File: config.mk
export PLATFORM = sky130hd
export DESIGN_NAME = conv_fm_sequencer
export DESIGN_NICKNAME = d
export VERILOG_FILES = /design/src/rtl/conv_fm_sequencer.sv
export SDC_FILE = /design/constraint.sdc
export NUM_CORES = 1
export LEC_CHECK = 0
export ABC_CLOCK_PERIOD_IN_PS = 13400
export CAP_MARGIN = 10
export CORE_ASPECT_RATIO = 0.9
export CORE_MARGIN = 2
export CORE_UTILIZATION = 56
export CTS_CLUSTER_DIAMETER = 40
export DETAILED_ROUTE_END_ITERATION = 8
export PLACE_DENSITY = 0.84
export SYNTH_ARGS = -nofsm -noshare
export SYNTH_HDL_FRONTEND = slang
export SYNTH_SLANG_ARGS = --single-unit
export TNS_END_PERCENT = 20
File: constraint.sdc
create_clock -name i_clk -period 13.4 [get_ports i_clk]
set_input_delay 1.34 -clock i_clk [delete_from_list [all_inputs] [get_ports i_clk]]
set_output_delay 1.34 -clock i_clk [all_outputs]
set_load 0.02 [all_outputs]
File: src/rtl/conv_fm_sequencer.sv
// conv_fm_sequencer: holds one feature map, streams it into the conv PE,
// then collects the rectified results into a host-readable buffer.
module conv_fm_sequencer #(
  parameter int KERNEL_SIZE = 3,
  parameter int FM_SIZE = 3,
  parameter int PADDING = 0,
  parameter int STRIDE = 1,
  parameter int DATA_W = 30,
  parameter int RES_W = 48,
  parameter int TIMEOUT = 64,
  localparam int OUT_SIZE =
    (FM_SIZE-KERNEL_SIZE+2*PADDING)/STRIDE+1,
  localparam int N_OUT = OUT_SIZE*OUT_SIZE,
  localparam int N_PIX = FM_SIZE*FM_SIZE,
  localparam int PA_W = (N_PIX > 1) ? $clog2(N_PIX) : 1,
  localparam int RA_W = (N_OUT > 1) ? $clog2(N_OUT) : 1
) (
  input  logic              i_clk,
  input  logic              i_rst,
  input  logic              i_load_en,
  input  logic [PA_W-1:0]   i_load_addr,
  input  logic [DATA_W-1:0] i_load_data,
  input  logic              i_start,
  output logic [DATA_W-1:0] o_DataFM,
  output logic              o_en,
  input  logic              i_res_en,
  input  logic [RES_W-1:0]  i_res_data,
  input  logic [RA_W-1:0]   i_rd_addr,
  output logic [RES_W-1:0]  o_rd_data,
  output logic              o_busy,
  output logic              o_done,
  output logic              o_err
);

  localparam int TM_W = (TIMEOUT > 1) ? $clog2(TIMEOUT) : 1;

  localparam logic [PA_W-1:0] PIX_LAST = PA_W'(N_PIX-1);
  localparam logic [PA_W:0]   PIX_LIM  = (PA_W+1)'(N_PIX);
  localparam logic [RA_W:0]   RES_FULL = (RA_W+1)'(N_OUT);
  localparam logic [TM_W-1:0] TMO_LAST = TM_W'(TIMEOUT-1);

  typedef enum logic [1:0] {
    S_IDLE,
    S_STREAM,
    S_DRAIN,
    S_DONE
  } state_t;

  state_t state;
  state_t state_nx;

  logic [PA_W-1:0]   pix_cnt;
  logic [RA_W:0]     res_cnt;
  logic [TM_W-1:0]   tmo_cnt;
  logic              err_q;
  logic [RES_W-1:0]  rd_q;

  logic [DATA_W-1:0] pixbuf [N_PIX];
  logic [RES_W-1:0]  resbuf [N_OUT];

  logic idle;
  logic busy;
  logic res_full;
  logic start_go;
  logic load_go;
  logic cap_go;
  logic tmo_hit;
  logic rd_ok;

  assign idle     = (state == S_IDLE);
  assign busy     = (state == S_STREAM) ||
                    (state == S_DRAIN);
  assign res_full = (res_cnt == RES_FULL);
  assign start_go = idle && i_start;
  assign load_go  = idle && i_load_en && !i_rst &&
                    ({1'b0, i_load_addr} < PIX_LIM);
  assign cap_go   = busy && i_res_en && !res_full;
  assign rd_ok    = ({1'b0, i_rd_addr} < RES_FULL);

  always_comb begin
    state_nx = state;
    tmo_hit  = 1'b0;
    unique case (state)
      S_IDLE: begin
        if (i_start)
          state_nx = S_STREAM;
      end
      S_STREAM: begin
        if (pix_cnt == PIX_LAST)
          state_nx = S_DRAIN;
      end
      S_DRAIN: begin
        if (res_full) begin
          state_nx = S_DONE;
        end else if (tmo_cnt == TMO_LAST) begin
          state_nx = S_DONE;
          tmo_hit  = 1'b1;
        end
      end
      S_DONE: begin
        state_nx = S_IDLE;
      end
      default: begin
        state_nx = S_IDLE;
      end
    endcase
  end

  always_ff @(posedge i_clk) begin
    if (i_rst) begin
      state   <= S_IDLE;
      pix_cnt <= '0;
      res_cnt <= '0;
      tmo_cnt <= '0;
      err_q   <= 1'b0;
    end else begin
      state <= state_nx;
      if (start_go) begin
        pix_cnt <= '0;
        res_cnt <= '0;
        tmo_cnt <= '0;
        err_q   <= 1'b0;
      end else begin
        if (state == S_STREAM)
          pix_cnt <= pix_cnt + 1'b1;
        if (state == S_DRAIN)
          tmo_cnt <= tmo_cnt + 1'b1;
        if (cap_go)
          res_cnt <= res_cnt + 1'b1;
        if (tmo_hit)
          err_q <= 1'b1;
      end
    end
  end

  // buffers survive reset; only the write strobes are gated by it
  always_ff @(posedge i_clk) begin
    if (load_go)
      pixbuf[i_load_addr] <= i_load_data;
    if (cap_go && !i_rst)
      resbuf[res_cnt[RA_W-1:0]] <= i_res_data;
  end

  always_ff @(posedge i_clk) begin
    if (i_rst)
      rd_q <= '0;
    else if (rd_ok)
      rd_q <= resbuf[i_rd_addr];
    else
      rd_q <= '0;
  end

  assign o_en      = busy;
  assign o_busy    = busy;
  assign o_done    = (state == S_DONE);
  assign o_err     = err_q;
  assign o_rd_data = rd_q;
  assign o_DataFM  = (state == S_STREAM) ?
                     pixbuf[pix_cnt] : '0;

endmodule
======== Word-level counts from Yosys, hierarchy flattened ========
Memory sizes are Yosys's and may differ from the RTL's. A register that Yosys moved wholly into a read port is not among the register bits.
Index checks and enable logic that the tools add are counted.
Widths: inputs -> output; s select.
word-level totals
  flip-flop bits (word level) ............. 15
  bits in writable memories ............... 318
  input bits .............................. 88
  output and inout port bits .............. 82
  logic and storage cells ................. 51
  memories kept ........................... 2
memories
  memory  words  width  rd ports  clocked after memory_dff  write ports  RTL line  source
  pixbuf  9      30     1         1                         1            58        logic [DATA_W-1:0] pixbuf [N_PIX];
  resbuf  1      48     1         1                         1            59        logic [RES_W-1:0] resbuf [N_OUT];
operators by class
  add/subtract/negate cells ............... 3
  order comparisons ....................... 2
  equal/unequal tests ..................... 9
  muxes and demuxes ....................... 15
  bitwise gates (word level) .............. 1
  reductions and logical operators ........ 14
operators by type and width
  operator             number
  $mux 30              1
  $mux 2               4
  $mux 4               2
  $pmux 2 s4           1
  $logic_and 1x1->1    7
  $mux 1               7
  $add 6x1->6 const B  1
  $eq 6x6->1 const B   1
  $add 4x1->4 const B  1
  $eq 2x1->1 const B   2
  $eq 2x2->1 const B   2
  $eq 4x4->1 const B   1
  $lt 4x4->1 const B   1
  $reduce_or 2->1      2
  $ne 3x2->1 const B   1
  $reduce_and 3->1     1
  $add 2x1->2 const B  1
  $logic_not 1->1      2
  $logic_not 2->1      1
  $ne 2x1->1 const B   1
  $ne 2x2->1 const B   1
  $logic_or 1x1->1     1
  $lt 1x1->1 const B   1
  $not 1->1            1

======== Logic depth before layout (Yosys ltp) ========
  word-level depth ........................ 7
  depth in mapped cells ................... 6

======== Least setup slack after synthesis ========
No wires, ideal clock.
  path kind ............................... in2reg
  from .................................... in i_rst
  to ...................................... mem resbuf[0][0], enable pin
  library setup time ...................... 513 ps
  arrival ................................. 4712 ps
  slack ................................... 8175 ps
  stages .................................. 1
  cell sequence ........................... nor3_1
on the way
  word-level cells in the longest chain between the ends .. 4
ends and longest elaborated chain
  item                          RTL line  source
  from (decl)                   19        input logic i_rst,
  $logic_not 1->1               140       if (cap_go && !i_rst)
  $logic_and 1x1->1             140
  $mux 1                        140
  $mux 1 (implied by the code)  141       resbuf[res_cnt[RA_W-1:0]] <= i_res_data;
  to (decl)                     59
Every way passes these cells.

==> summary.md <==
| Metric | Value |
|---|---|
| Outcome | finished, final reports clean |
| Post-Route Setup TNS | 0 ns |
| Cell variety after synth | 33 |
| Pin count of the biggest net entering global routing | 52 |
| Initial drt markers | 490 |
| Max-cap violation count | 0 |
| Average vias per placed instance | between 5 and 6 |
| All-Layer GR Usage | 23.13% |
| CP arrival | roughly 3.4 ns |
| Ratio of cells with drive above 1 in the final layout | 16.41% |
| Maximum vdd drop | around 0.00012 V |
| Skew final | roughly 0.019 ns |
| Count of TritonRoute iterations in the first routing pass | 5 |
| Instance area after placement | 0.01577 mm2 |
| Final antenna diode count | 0 |
| Initial Utilization | approximately 57% |
| Number of hold violations in the final report | 0 |
| Final worst-path setup slack | about 8.6 ns |
| Vias in the first global route | 7,617 |
| Core Footprint | approximately 0.024 mm2 |
| Areal power density over the cells | 174.4 mW/mm2 |
| Worst min-delay path class | register to register |
| Post-layout nets | between 900 and 1,000 |
| TritonCTS clock tree | yes |
| Maximum level of the CTS H-tree | 2 |
| Clk Tree Root Cell | sky130_fd_sc_hd__clkbuf_16 |
| F_max | between 200 and 250 MHz |
| Syn Area/Cell | slightly below 20 um2 |
| Unrepaired setup endpoints after global routing | false |
| Path type of the worst setup path | register to output port |
| Part of the Yosys area used for sequential elements | 79.26% |
| Latest clock arrival within the worst-skew pair | approximately 0.54 ns |
| Hold buffer count at cts | 0 |
| Number of buffers inserted to repair setup after CTS | 0 |
| Largest fanout of any net on the critical path | 31 |
| Final worst-path cycle share | around 36% |
| Die boundary width | about 170 um |
| First-pass GRT wire length | between 40 and 50 mm |
| Number of instances resized during post-cts repair | 0 |
| Buffers from clock root to sink, at most | 3 |
| Remaining Overflow, GRT | 0 |
| Leakage power summed over all cells | around 5.6 nW |
| Number of cells in the design after placement | between 1,000 and 1,500 |
| Nature of the critical path startpoint | register |
| Synth warnings | 0 |
| RD Place Congestion | approximately 0.79 |
| Final cell utilization of the core | between 70% and 80% |
| Power after layout | roughly 3.0 mW |
| Worst setup timing slack at the placement stage | 9.096 ns |
| Area of the mapped netlist | roughly 0.014 mm2 |
| Std cell rows | 54 |
| Total nets after synthesis | roughly 800 |
| Vertical extent of the die | 152.6 um |
| Antenna-violating nets left | 0 |
| Post-route design area | about 0.017 mm2 |
| Number of standard cells in the layout, taps in and fillers out | roughly 1,200 |
| Wire length per cell after detailed routing | 23.50 um |
| Pin slew with the least headroom to its limit | between 1 and 1.5 ns |
| Number of ports placed on the die boundary | 170 |
| Worst relative slew slack | between 10% and 20% |
| Number of clock sinks | roughly 390 |
| Cells after Synth | 706 |
| FF+latch count, synth | between 300 and 400 |
| Clock period minus final worst setup slack | around 4.8 ns |
| Post-detailed-routing wire length | 29.00 mm |
| Initial antenna violation count | 0 |
| Clock-pin slew reported for the worst setup and hold paths after clock tree synthesis | 0.06 ns |
| Capturing element type of the critical path | output port |
| Hold Slack | 0.4382 ns |
| Final setup violation count | 0 |
| Final Max Slew Viols | 0 |
| Number of input and output port buffers inserted | 169 |
| Vias | between 7,000 and 8,000 |
| Floorplan die area | 0.02581 mm2 |
| Signed area change from the synthesized netlist to the final layout | 25.24% |
| Post-detailed-placement half-perimeter wirelength | approximately 16 mm |
| Cts bufs inserted | a little over 40 |
| Number of DRC violations after detailed routing | 0 |
| Data required time of the worst path | 12.06 ns |
## cell type report
type,instances,area (um2)
flip-flops and latches,385,10900
fillers,1453,6980
multi-input cells,280,2699
repair buffers,179,1767
clock buffers,51,1146
well taps,308,385.4
clock inverters,24,289.0
inverters,7,26.28
## synth_stat cells
master | instances | area [um2]
sky130_fd_sc_hd__xor2_1 | 5 | 43.79
sky130_fd_sc_hd__nand2_1 | 9 | 33.78
sky130_fd_sc_hd__o22ai_1 | 30 | 187.7
sky130_fd_sc_hd__a311oi_1 | 1 | 8.760
sky130_fd_sc_hd__a21oi_1 | 3 | 15.01
sky130_fd_sc_hd__nand3_1 | 2 | 10.01
sky130_fd_sc_hd__nor2b_1 | 2 | 12.51
sky130_fd_sc_hd__a211oi_1 | 2 | 15.01
sky130_fd_sc_hd__nor3b_1 | 2 | 15.01
sky130_fd_sc_hd__buf_6 | 7 | 78.83
sky130_fd_sc_hd__nand3b_1 | 1 | 7.510
sky130_fd_sc_hd__a41o_1 | 1 | 10.01
sky130_fd_sc_hd__inv_1 | 7 | 26.28
sky130_fd_sc_hd__nor3_1 | 3 | 15.01
sky130_fd_sc_hd__nand4_1 | 3 | 18.77
sky130_fd_sc_hd__nand2b_1 | 4 | 25.02
sky130_fd_sc_hd__mux4_2 | 60 | 1351
sky130_fd_sc_hd__buf_4 | 1 | 7.510
sky130_fd_sc_hd__ha_1 | 10 | 125.1
sky130_fd_sc_hd__or2_2 | 1 | 6.260
sky130_fd_sc_hd__o21ai_0 | 32 | 160.2
sky130_fd_sc_hd__nor4bb_1 | 1 | 10.01
sky130_fd_sc_hd__edfxtp_1 | 318 | 9549
sky130_fd_sc_hd__xnor2_1 | 3 | 26.28
sky130_fd_sc_hd__buf_1 | 1 | 3.750
sky130_fd_sc_hd__and2_1 | 48 | 300.3
sky130_fd_sc_hd__nor2_1 | 53 | 198.9
sky130_fd_sc_hd__or3_1 | 1 | 6.260
sky130_fd_sc_hd__nor4b_1 | 1 | 8.760
sky130_fd_sc_hd__clkbuf_1 | 19 | 71.32
sky130_fd_sc_hd__mux2i_1 | 2 | 20.02
sky130_fd_sc_hd__buf_2 | 6 | 30.03
sky130_fd_sc_hd__dfxtp_1 | 67 | 1341
## registers in the layout, indices dropped and copies added (netlist names), named ones only
register	flops
o_err	1
o_rd_data	48
pix_cnt	4
pixbuf	270
res_cnt	2
resbuf	48
state	2
tmo_cnt	6
## logic make-up after synthesis
logic type               synth area share, %
adder cells (fa/ha/maj)               0.9107
multiplexers                           9.981
AO/OA/AOI/OAI                          2.887
buffers and inverters                  1.585
AND/OR/NAND/NOR                        4.863
flip-flops                             79.26
XOR/XNOR                              0.5100
## layout by cell type, fill, tap and decap left out, types with 2 or more instances in the layout
cell                              synthesis  layout
sky130_fd_sc_hd__a211oi_1                 2       2
sky130_fd_sc_hd__a21oi_1                  3       3
sky130_fd_sc_hd__and2_1                  48      48
sky130_fd_sc_hd__buf_4                    1      10
sky130_fd_sc_hd__bufinv_16                0       6
sky130_fd_sc_hd__clkbuf_1                19       4
sky130_fd_sc_hd__clkbuf_16                0      43
sky130_fd_sc_hd__clkbuf_8                 0       4
sky130_fd_sc_hd__clkdlybuf4s50_1          0     169
sky130_fd_sc_hd__clkinv_1                 0       3
sky130_fd_sc_hd__clkinv_2                 0       9
sky130_fd_sc_hd__clkinv_4                 0       2
sky130_fd_sc_hd__dfxtp_1                 67      65
sky130_fd_sc_hd__edfxtp_1               318     318
sky130_fd_sc_hd__ha_1                    10      10
sky130_fd_sc_hd__inv_1                    7       7
sky130_fd_sc_hd__inv_6                    0       2
sky130_fd_sc_hd__mux2i_1                  2       2
sky130_fd_sc_hd__mux4_2                  60      60
sky130_fd_sc_hd__nand2_1                  9       9
sky130_fd_sc_hd__nand2b_1                 4       4
sky130_fd_sc_hd__nand3_1                  2       2
sky130_fd_sc_hd__nand4_1                  3       3
sky130_fd_sc_hd__nor2_1                  53      46
sky130_fd_sc_hd__nor2_4                   0       6
sky130_fd_sc_hd__nor2b_1                  2       2
sky130_fd_sc_hd__nor3_2                   0       3
sky130_fd_sc_hd__o21ai_0                 32      32
sky130_fd_sc_hd__o22ai_1                 30      30
sky130_fd_sc_hd__xnor2_1                  3       3
sky130_fd_sc_hd__xor2_1                   5       5
## critical path: stages (launching register included)
cell and delay [ns]:
sky130_fd_sc_hd__dfxtp_1 0.30, sky130_fd_sc_hd__inv_1 0.76, sky130_fd_sc_hd__nand2_1 0.59, sky130_fd_sc_hd__buf_4 0.40, sky130_fd_sc_hd__o22ai_1 0.19, sky130_fd_sc_hd__nor2_1 0.11, sky130_fd_sc_hd__clkdlybuf4s50_1 0.54
## worst paths after layout
kind              slack [ns]            to  depth (start not counted)          from
setup reg to reg       10.88  pixbuf[4][8]                          5      state[0]
hold reg to reg         0.44  o_rd_data[8]                          1  resbuf[0][8]
setup / recovery        8.62  o_DataFM[12]                          6      register
hold / removal          0.44  o_rd_data[8]                          1  resbuf[0][8]
## layer usage
metal,up-vias,wire (um),global-route usage [%]
met1,3556,11330,29.28
met3,64,2517,7.117
met5,-,0,0
li1,3133,-,-
met2,309,14340,38.54
met4,0,814,7.692
## power by group
part / total, mW / switching (mW) / leakage [nW] / internal (mW)
sequential: 1.37 / 0.0231 / 3.42 / 1.35
combinational: 0.447 / 0.239 / 1.48 / 0.208
clock: 1.18 / 0.456 / 0.716 / 0.726
total: 3.00 / 0.718 / 5.61 / 2.28
(Power assumes the default switching activity.)
